## config.mk

```make
export PLATFORM = sky130hd
export DESIGN_NAME = lsu_mem_bridge_flat
export DESIGN_NICKNAME = d
export VERILOG_FILES = /design/src/rtl/lsu_mem_bridge_if.sv /design/src/rtl/lsu_mem_bridge.sv /design/src/flat_wrapper.sv
export SDC_FILE = /design/constraint.sdc
export NUM_CORES = 1
export LEC_CHECK = 0
export CAP_MARGIN = 20
export CORE_AREA = 2 2 278 198
export CTS_CLUSTER_SIZE = 25
export DETAILED_ROUTE_END_ITERATION = 8
export DIE_AREA = 0 0 280 200
export PLACE_DENSITY = 0.85
export SLEW_MARGIN = 20
export SYNTH_ARGS = -nofsm -noshare
export SYNTH_HDL_FRONTEND = slang
export SYNTH_SLANG_ARGS = --single-unit
```

## constraint.sdc

```tcl
create_clock -name clk -period 9.1 [get_ports clk]
set_clock_uncertainty 0.1 [all_clocks]
set_input_delay 1.82 -clock clk [delete_from_list [all_inputs] [get_ports clk]]
set_output_delay 1.82 -clock clk [all_outputs]
set_load 0.05 [all_outputs]
```

## src/rtl/lsu_mem_bridge_if.sv

```systemverilog
// lsu_mem_bridge_if: req/gnt/rvalid memory port between the load/store unit and memory
interface lsu_mem_bridge_if #(parameter int XLEN = 64) ();
  logic                mem_req_o;
  logic                mem_we_o;
  logic [XLEN-1:0]     mem_addr_o;
  logic [XLEN-1:0]     mem_wdata_o;
  logic [XLEN/8-1:0]   mem_wmask_o;
  logic                mem_gnt_i;
  logic                mem_rvalid_i;
  logic [XLEN-1:0]     mem_rdata_i;
  modport master (
    output mem_req_o, mem_we_o, mem_addr_o, mem_wdata_o, mem_wmask_o,
    input  mem_gnt_i, mem_rvalid_i, mem_rdata_i
  );
  modport slave (
    input  mem_req_o, mem_we_o, mem_addr_o, mem_wdata_o, mem_wmask_o,
    output mem_gnt_i, mem_rvalid_i, mem_rdata_i
  );
endinterface

```

## src/rtl/lsu_mem_bridge.sv

```systemverilog
// lsu_mem_bridge: MEM-stage load/store unit with in-order store buffer and blocking loads
module lsu_mem_bridge #(
  parameter int XLEN     = 64,
  parameter int SB_DEPTH = 4
) (
  input  logic                clk,
  input  logic                rst,
  input  logic                ren_i,
  input  logic                wen_i,
  input  logic [XLEN-1:0]     addr_i,
  input  logic [XLEN-1:0]     wdata_i,
  input  logic [XLEN/8-1:0]   wmask_i,
  input  logic [2:0]          funct3_i,
  input  logic                flush_i,
  output logic                stall_flag_o,
  output logic [XLEN-1:0]     rdata_o,
  output logic                rdata_valid_o,
  output logic                sb_empty_o,
  lsu_mem_bridge_if.master    mem
);
  localparam int BYTES = XLEN / 8;
  localparam int OFS_W = $clog2(BYTES);
  localparam int PTR_W = $clog2(SB_DEPTH);
  typedef enum logic [2:0] {IDLE, LD_REQ, LD_WAIT, LD_DONE, LD_DROP} state_t;
  state_t state, state_nx;
  logic [XLEN-1:0]  sb_addr [SB_DEPTH];
  logic [XLEN-1:0]  sb_data [SB_DEPTH];
  logic [BYTES-1:0] sb_mask [SB_DEPTH];
  logic [PTR_W-1:0] head, tail;
  logic [PTR_W:0]   count;
  logic [XLEN-1:0]  ld_addr, word_addr, sh, ext;
  logic [2:0]       ld_f3;
  logic             drain_busy, hazard, full, empty, ld_go, drain, push, pop, ld_stall;
  assign word_addr = {addr_i[XLEN-1:OFS_W], {OFS_W{1'b0}}};
  assign full      = count == (PTR_W+1)'(SB_DEPTH);
  assign empty     = count == '0;
  always_comb begin
    hazard = 1'b0;
    for (int i = 0; i < SB_DEPTH; i++)
      if (({1'b0, PTR_W'(i) - head} < count) && sb_addr[i] == word_addr) hazard = 1'b1;
  end
  // a drain request already on the bus keeps priority so its fields stay stable until gnt
  assign ld_go    = state == IDLE && ren_i && !hazard && !drain_busy;
  assign drain    = state == IDLE && !empty && !ld_go;
  assign push     = wen_i && !full;
  assign pop      = drain && mem.mem_gnt_i;
  assign ld_stall = ((state == IDLE || state == LD_DROP) && ren_i) || state == LD_REQ || state == LD_WAIT;
  assign stall_flag_o  = ld_stall || (wen_i && full);
  assign rdata_valid_o = state == LD_DONE;
  assign sb_empty_o    = empty;
  assign mem.mem_req_o   = drain || state == LD_REQ;
  assign mem.mem_we_o    = drain;
  assign mem.mem_addr_o  = drain ? sb_addr[head] : state == LD_REQ ? {ld_addr[XLEN-1:OFS_W], {OFS_W{1'b0}}} : '0;
  assign mem.mem_wdata_o = drain ? sb_data[head] : '0;
  assign mem.mem_wmask_o = drain ? sb_mask[head] : '0;
  assign sh  = mem.mem_rdata_i >> {ld_addr[OFS_W-1:0], 3'b000};
  assign ext = ld_f3[1:0] == 2'd0 ? (ld_f3[2] ? XLEN'(sh[7:0])  : XLEN'($signed(sh[7:0]))) :
               ld_f3[1:0] == 2'd1 ? (ld_f3[2] ? XLEN'(sh[15:0]) : XLEN'($signed(sh[15:0]))) :
               ld_f3[1:0] == 2'd2 ? (ld_f3[2] ? XLEN'(sh[31:0]) : XLEN'($signed(sh[31:0]))) : sh;
  always_comb begin
    state_nx = state;
    case (state)
      IDLE:    state_nx = ld_go ? LD_REQ : IDLE;
      LD_REQ:  state_nx = mem.mem_gnt_i ? (flush_i ? LD_DROP : LD_WAIT) : (flush_i ? IDLE : LD_REQ);
      LD_WAIT: state_nx = flush_i ? (mem.mem_rvalid_i ? IDLE : LD_DROP) : (mem.mem_rvalid_i ? LD_DONE : LD_WAIT);
      LD_DONE: state_nx = IDLE;
      LD_DROP: state_nx = mem.mem_rvalid_i ? IDLE : LD_DROP;
      default: state_nx = IDLE;
    endcase
  end
  always_ff @(posedge clk or posedge rst) begin
    if (rst) begin
      state      <= IDLE;
      head       <= '0;
      tail       <= '0;
      count      <= '0;
      drain_busy <= 1'b0;
      ld_addr    <= '0;
      ld_f3      <= '0;
      rdata_o    <= '0;
    end else begin
      state      <= state_nx;
      head       <= pop ? head + 1'b1 : head;
      tail       <= push ? tail + 1'b1 : tail;
      count      <= count + (PTR_W+1)'(push) - (PTR_W+1)'(pop);
      drain_busy <= drain && !mem.mem_gnt_i;
      if (ld_go) begin
        ld_addr <= addr_i;
        ld_f3   <= funct3_i;
      end
      if (state == LD_WAIT && mem.mem_rvalid_i && !flush_i) rdata_o <= ext;
    end
  end
  always_ff @(posedge clk) begin
    if (push) begin
      sb_addr[tail] <= word_addr;
      sb_data[tail] <= wdata_i;
      sb_mask[tail] <= wmask_i;
    end
  end
endmodule
```

## src/flat_wrapper.sv

```systemverilog
// flat-port wrapper written by rule: the top's interface ports become plain ports
module lsu_mem_bridge_flat 
#(
  parameter int XLEN     = 64,
  parameter int SB_DEPTH = 4
)
  (clk, rst, ren_i, wen_i, addr_i, wdata_i, wmask_i, funct3_i, flush_i, stall_flag_o, rdata_o, rdata_valid_o, sb_empty_o, mem_mem_req_o, mem_mem_we_o, mem_mem_addr_o, mem_mem_wdata_o, mem_mem_wmask_o, mem_mem_gnt_i, mem_mem_rvalid_i, mem_mem_rdata_i);
  lsu_mem_bridge_if #(.XLEN(XLEN)) mem_i ();
  input  logic clk;
  input  logic rst;
  input  logic ren_i;
  input  logic wen_i;
  input  logic [XLEN-1:0] addr_i;
  input  logic [XLEN-1:0] wdata_i;
  input  logic [XLEN/8-1:0] wmask_i;
  input  logic [2:0] funct3_i;
  input  logic flush_i;
  output logic stall_flag_o;
  output logic [XLEN-1:0] rdata_o;
  output logic rdata_valid_o;
  output logic sb_empty_o;
  output wire logic [$bits(mem_i.mem_req_o)-1:0] mem_mem_req_o;
  output wire logic [$bits(mem_i.mem_we_o)-1:0] mem_mem_we_o;
  output wire logic [$bits(mem_i.mem_addr_o)-1:0] mem_mem_addr_o;
  output wire logic [$bits(mem_i.mem_wdata_o)-1:0] mem_mem_wdata_o;
  output wire logic [$bits(mem_i.mem_wmask_o)-1:0] mem_mem_wmask_o;
  input wire logic [$bits(mem_i.mem_gnt_i)-1:0] mem_mem_gnt_i;
  input wire logic [$bits(mem_i.mem_rvalid_i)-1:0] mem_mem_rvalid_i;
  input wire logic [$bits(mem_i.mem_rdata_i)-1:0] mem_mem_rdata_i;
  assign mem_mem_req_o = mem_i.mem_req_o;
  assign mem_mem_we_o = mem_i.mem_we_o;
  assign mem_mem_addr_o = mem_i.mem_addr_o;
  assign mem_mem_wdata_o = mem_i.mem_wdata_o;
  assign mem_mem_wmask_o = mem_i.mem_wmask_o;
  assign mem_i.mem_gnt_i = mem_mem_gnt_i;
  assign mem_i.mem_rvalid_i = mem_mem_rvalid_i;
  assign mem_i.mem_rdata_i = mem_mem_rdata_i;
  lsu_mem_bridge #(.XLEN(XLEN), .SB_DEPTH(SB_DEPTH)) u_core (.clk(clk), .rst(rst), .ren_i(ren_i), .wen_i(wen_i), .addr_i(addr_i), .wdata_i(wdata_i), .wmask_i(wmask_i), .funct3_i(funct3_i), .flush_i(flush_i), .stall_flag_o(stall_flag_o), .rdata_o(rdata_o), .rdata_valid_o(rdata_valid_o), .sb_empty_o(sb_empty_o), .mem(mem_i));
endmodule
```

; ---- Yosys cells after proc, flatten, opt, wreduce, memory -nomap -nowiden
; Memory sizes are Yosys's and may differ from the RTL's.
; Cells that the tools add are included.
; W data, S select, Z words.
[word_totals]
ff_bits = 142
ram_bits = 532
inputBits = 210
out_inout_bits = 205
word_cells = 90
mem_count = 3
[op_classes]
addsub = 8
n_lt_le_gt_ge = 4
n_eq_ne = 11
shifts = 1
n_mux = 24
reduce_logical = 31
[memory_table]
columns = memory, depth, width, read_ports, rd_ports_with_merged_regs, write_ports, line
row1 = u_core.sb_data, 4, 64, 1, 0, 1, lsu_mem_bridge.sv:27  ; logic [XLEN-1:0] sb_data [SB_DEPTH];
row2 = u_core.sb_addr, 4, 61, 5, 0, 1, lsu_mem_bridge.sv:26  ; logic [XLEN-1:0] sb_addr [SB_DEPTH];
row3 = u_core.sb_mask, 4, 8, 1, 0, 1, lsu_mem_bridge.sv:28  ; logic [BYTES-1:0] sb_mask [SB_DEPTH];
[ops]
columns = cell, count
row1 = $mux W64, 9
row2 = $eq A64 B64 Y1, 4
row3 = $shr A64 B6 Y64, 1
row4 = $logic_and A1 B1 Y1, 16
row5 = $lt A2 B3 Y1, 4
row6 = $mux W3, 4
row7 = $pmux W3 S4, 1
row8 = $mux W1, 9
row9 = $mux W8, 1
row10 = $logic_not A1 Y1, 7
row11 = $eq A3 B2 Y1 const B, 2
row12 = $eq A3 B3 Y1 const B, 2
row13 = $logic_not A3 Y1, 2
row14 = $logic_or A1 B1 Y1, 5
row15 = $add A2 B1 Y2 const B, 2
row16 = $sub A1 B2 Y2 const A, 2
row17 = $sub A2 B2 Y2 const A, 2
row18 = $add A3 B1 Y3, 1
row19 = $eq A3 B1 Y1 const B, 1
row20 = $sub A3 B1 Y3, 1
row21 = $eq A2 B1 Y1 const B, 1
row22 = $eq A2 B2 Y1 const B, 1
row23 = $logic_not A2 Y1, 1

; ---- Logic depth before layout (Yosys ltp)
[depth]
ltp_word = 14
mapped_depth = 19
mapped_depth_nobuf = 14

; ---- Worst setup path before layout
; No wires, ideal clock.
[synth_timing]
kind = in2out
start = input port addr_i[21]
end = output port mem_mem_wdata_o[63]
arrival_ps = 4787
required_time_ps = 7180
path_slack_ps = 2393
stages = 9
path_buffers = 3
path_cell_list = buf_6 -> xor2_1 -> or4_4 -> a2111oi_4 -> a31o_2 -> nor3_2 -> buf_6 -> clkbuf_1 -> nor3b_1
[synth_via]
elab_chain_len = 12
elab_cells_between_ends = 18
classes_between = eq/ne (4) / mux (5) / reduce/logical (9)
[synth_lines]
columns = item, line
row1 = start: declaration, flat_wrapper.sv:13  ; input logic [XLEN-1:0] addr_i;
row2 = $eq A64 B64 Y1, lsu_mem_bridge.sv:40  ; if (({1'b0, PTR_W'(i) - head} < count) && sb_addr[i] == word_addr) hazard = 1'b1;
row3 = $logic_and A1 B1 Y1, lsu_mem_bridge.sv:40
row4 = $mux W1 (3 in series), lsu_mem_bridge.sv:40
row5 = $mux W1 (*), lsu_mem_bridge.sv:40
row6 = $logic_not A1 Y1 (*), lsu_mem_bridge.sv:43  ; assign ld_go = state == IDLE && ren_i && !hazard && !drain_busy;
row7 = $logic_and A1 B1 Y1 (*) (2 in series), lsu_mem_bridge.sv:43
row8 = $logic_not A1 Y1 (*), lsu_mem_bridge.sv:44  ; assign drain = state == IDLE && !empty && !ld_go;
row9 = $logic_and A1 B1 Y1 (*), lsu_mem_bridge.sv:44
row10 = $mux W64 (*), lsu_mem_bridge.sv:54  ; assign mem.mem_wdata_o = drain ? sb_data[head] : '0;
row11 = end: declaration, flat_wrapper.sv:25  ; output wire logic [$bits(mem_i.mem_wdata_o)-1:0] mem_mem_wdata_o;
; Mark *: on every way between the ends. The rest lies on a longest branch, timed or not.

; ---- Worst setup path after layout
[layout_timing]
start = input port addr_i[63]
end = output port mem_mem_addr_o[36]
[layout_via]
elab_chain_len = 12
elab_cells_between_ends = 18
classes_between = eq/ne (4) / mux (5) / reduce/logical (9)
[layout_lines]
columns = item, line
row1 = $eq A64 B64 Y1, lsu_mem_bridge.sv:40
row2 = $logic_and A1 B1 Y1, lsu_mem_bridge.sv:40
row3 = $mux W1 (3 in series), lsu_mem_bridge.sv:40
row4 = $mux W1 (*), lsu_mem_bridge.sv:40
row5 = $logic_not A1 Y1 (*), lsu_mem_bridge.sv:43
row6 = $logic_and A1 B1 Y1 (*) (2 in series), lsu_mem_bridge.sv:43
row7 = $logic_not A1 Y1 (*), lsu_mem_bridge.sv:44
row8 = $logic_and A1 B1 Y1 (*), lsu_mem_bridge.sv:44
row9 = $mux W64 (*), lsu_mem_bridge.sv:53  ; assign mem.mem_addr_o = drain ? sb_addr[head] : state == LD_REQ ? {ld_addr[XLEN-1:OFS_W], {OFS_W{1'b0}}} : '0;
row10 = end: declaration, flat_wrapper.sv:24  ; output wire logic [$bits(mem_i.mem_addr_o)-1:0] mem_mem_addr_o;
; Marks and branches as above.

==> flow_summary.ini <==
[yosys]
synth_top_area_cell = edfxtp_1
synth.most_common_cell = edfxtp_1
synth_enable_flop_cells = 532
yosysWarnings = 0
syn_inst = 2131
ys_top_cells_by_count = edfxtp_1, nand2_1, mux4_2, dfrtp_1, xnor2_1
syn_area_mm2 = 0.0316
synth_top_family_by_area = multiplexers
muxShareOfSynthArea_pct = 15.6
synth_cell_types = 61
ys.flop_type = edfxtp_1
synth_compound_area_share_pct = 4.37
syn_area_per_cell_um2 = 14.8
yosys.area_share.adder_pct = 0.459
netlist.area_leader.share_pct = 50.5
ys_top_cells_by_area = edfxtp_1, dfrtp_1, mux4_2
synthSimpleGateAreaFrac_pct = 8.30
ys_async_sr_fraction_pct = 21.1
synth-seq-cells = 674
synth_xor_area_share_pct = 6.73
yosysSeqAreaShare_pct = 61.7

[clock_network]
cts.clk_slew.worst_paths_ns = 0.06
clockBufferDepth = 3
root_buffer = clkbuf_16
cts_resized = 0
post-cts-setup-buffers = 0
worstSkewPairLatency_ns = 0.63
numCtsBuffers = 66
cts.htree.levels = 3
hold_buffers = 0
cts_tree = built
cts.sinks = 674

[placed_design]
port_buffers = 411
gp_congestion = 1.04
placed_area_mm2 = 0.0361
placed_cells = 3080
dpl.hpwl_um = 58200

[job]
maxCapViolations = 0

[drt]
via_count = 20300
drt_iter0_markers = 2672
detail_route.wl_per_cell_um = 27.6
drc = 0
ant_nets = 0
first_pass_iters = 6
via_per_inst = 6.34
routed_wl_um = 88500

[timing]
timing.fmax_ghz = 0.117
holdWs_ns = 0.390
tightest_slew_ns = 1.09
rsz0062_at_grt = no
finalSetupViolCount = 0
tns_ns = 0
hold_viol = 0
final.period_utilization_pct = 93.6
period_minus_slack_ns = 8.52
relSlewSlack_pct = 26.6
slew_violations = 0

[worst_setup_path]
required_ns = 7.18
regToRegSetupSlack_ns = 4.42
reg2reg_depth = 14
critPathLaunchType = input pin
cp_max_fo = 44
arrival_ns = 6.60
endpoint_kind = output port
crit_type = input pin to output port

[global_route]
grt_pass1_vias = 20300
antenna_found_initial = 11
overflow = 0
grt_max_degree = 96
grtUsageTotal_pct = 31.4
grt_pass1_wl_um = 129000

[power_and_ir_drop]
p_leak_nw = 13.4
ir_worst_vdd_mv = 0.384
p_per_area_mw_per_mm2 = 394

[floorplan]
num_rows = 71
core_mm2 = 0.0532
die_x_um = 280
start_util_pct = 59.5
die_h_um = 200
boundaryPins = 415
die_area_mm2 = 0.0560

[worst_hold_path]
min_path_type = register to register
whs_path_depth = 1

[final_layout]
final_nets = 2678
final_cells = 3206
design_area_mm2 = 0.0383
drive_gt1_share_pct = 16.1
final_core_util_pct = 72.0
syn_to_final_growth_pct = 21.1

[outcome]
status = complete, no violations
-- critical path, stage by stage --
cell             delay [ns]
clkdlybuf4s50_1        0.66
xnor2_1                0.81
nand4_1                0.19
nor4_1                 0.60
nand3_1                0.14
o22ai_1                0.38
nor3_4                 0.15
buf_4                  0.31
buf_4                  0.36
o21ai_0                0.28
clkdlybuf4s50_1        0.85
-- per-stage QoR --
stage / worst slack (ns) / power, W
after detailed placement: 0.898 / 0.0124
after CTS: 0.867 / 0.0151
final: 0.583 / 0.0151
after global routing: 0.537 / 0.0157
after global placement: 0.978 / 0.0122
after floorplan: 2.39 / 0.00992
-- layout by cell type (no fill, tap or decap), types with 40 or more instances in the layout --
| cell type | synthesis | layout |
|---|---|---|
| clkbuf_16 | 0 | 68 |
| o21ai_0 | 96 | 96 |
| xnor2_1 | 136 | 136 |
| nand2_1 | 171 | 171 |
| nor2_1 | 91 | 90 |
| mux2i_1 | 66 | 66 |
| nor3b_2 | 46 | 46 |
| dfrtp_1 | 142 | 138 |
| xor2_1 | 107 | 107 |
| mux2_4 | 40 | 40 |
| clkdlybuf4s50_1 | 0 | 411 |
| mux4_2 | 145 | 145 |
| edfxtp_1 | 532 | 532 |
| a21oi_1 | 70 | 70 |
-- where the power goes --
group,switching (W),internal [W]
Clock,0.00121,0.00150
Sequential,0.000494,0.00419
Combinational,0.00491,0.00280
-- kinds of logic (layout without fill, tap and decap cells) --
logic type / Yosys count / in the layout
other cells: 1 / 11
xor+xnor: 243 / 243
buf+inv: 206 / 578
simple gates: 471 / 471
fa+ha+maj: 11 / 11
mux: 286 / 286
compound gates: 239 / 239
flops: 674 / 674
-- cell type report --
| cell class | count | area (µm²) |
|---|---|---|
| diodes | 8 | 20.0 |
| clock inverters | 35 | 339 |
| well taps | 693 | 867 |
| flip-flops and latches | 674 | 19500 |
| inverters | 22 | 87.6 |
| fillers | 3314 | 14900 |
| repair buffers | 440 | 4420 |
| multi-input cells | 1253 | 11300 |
| clock buffers | 81 | 1780 |
-- metal layers --
| layer | wire, µm | track usage (%) | part of all wire [%] |
|---|---|---|---|
| met5 | 163 | 1.62 | 0.18 |
| met4 | 2180 | 8.60 | 2.5 |
| met3 | 11100 | 12.2 | 13 |
| met2 | 40400 | 47.1 | 46 |
| met1 | 34600 | 43.2 | 39 |
-- state kept, by name, indices dropped and copies added, names as in the netlist --
name,cells
u_core.rdata_o,64
u_core.sb_data,256
u_core.count,3
u_core.sb_addr,244
u_core.state,3
u_core.sb_mask,32
u_core.ld_f3,3
u_core.tail,2
u_core.ld_addr,64
u_core.head,2
u_core.drain_busy,1
-- path summary, 6_finish.rpt --
path	from	end
max in group asynchronous	rst	u_core.ld_addr[0]
worst max-delay path	addr_i[63]	mem_mem_addr_o[36]
min in group asynchronous	rst	u_core.ld_addr[63]
worst min-delay path	u_core.ld_addr[22]	u_core.ld_addr[22]
worst max register to register	u_core.head[0]	u_core.count[2]
worst min register to register	u_core.ld_addr[22]	u_core.ld_addr[22]
(Power assumes the default switching activity.)
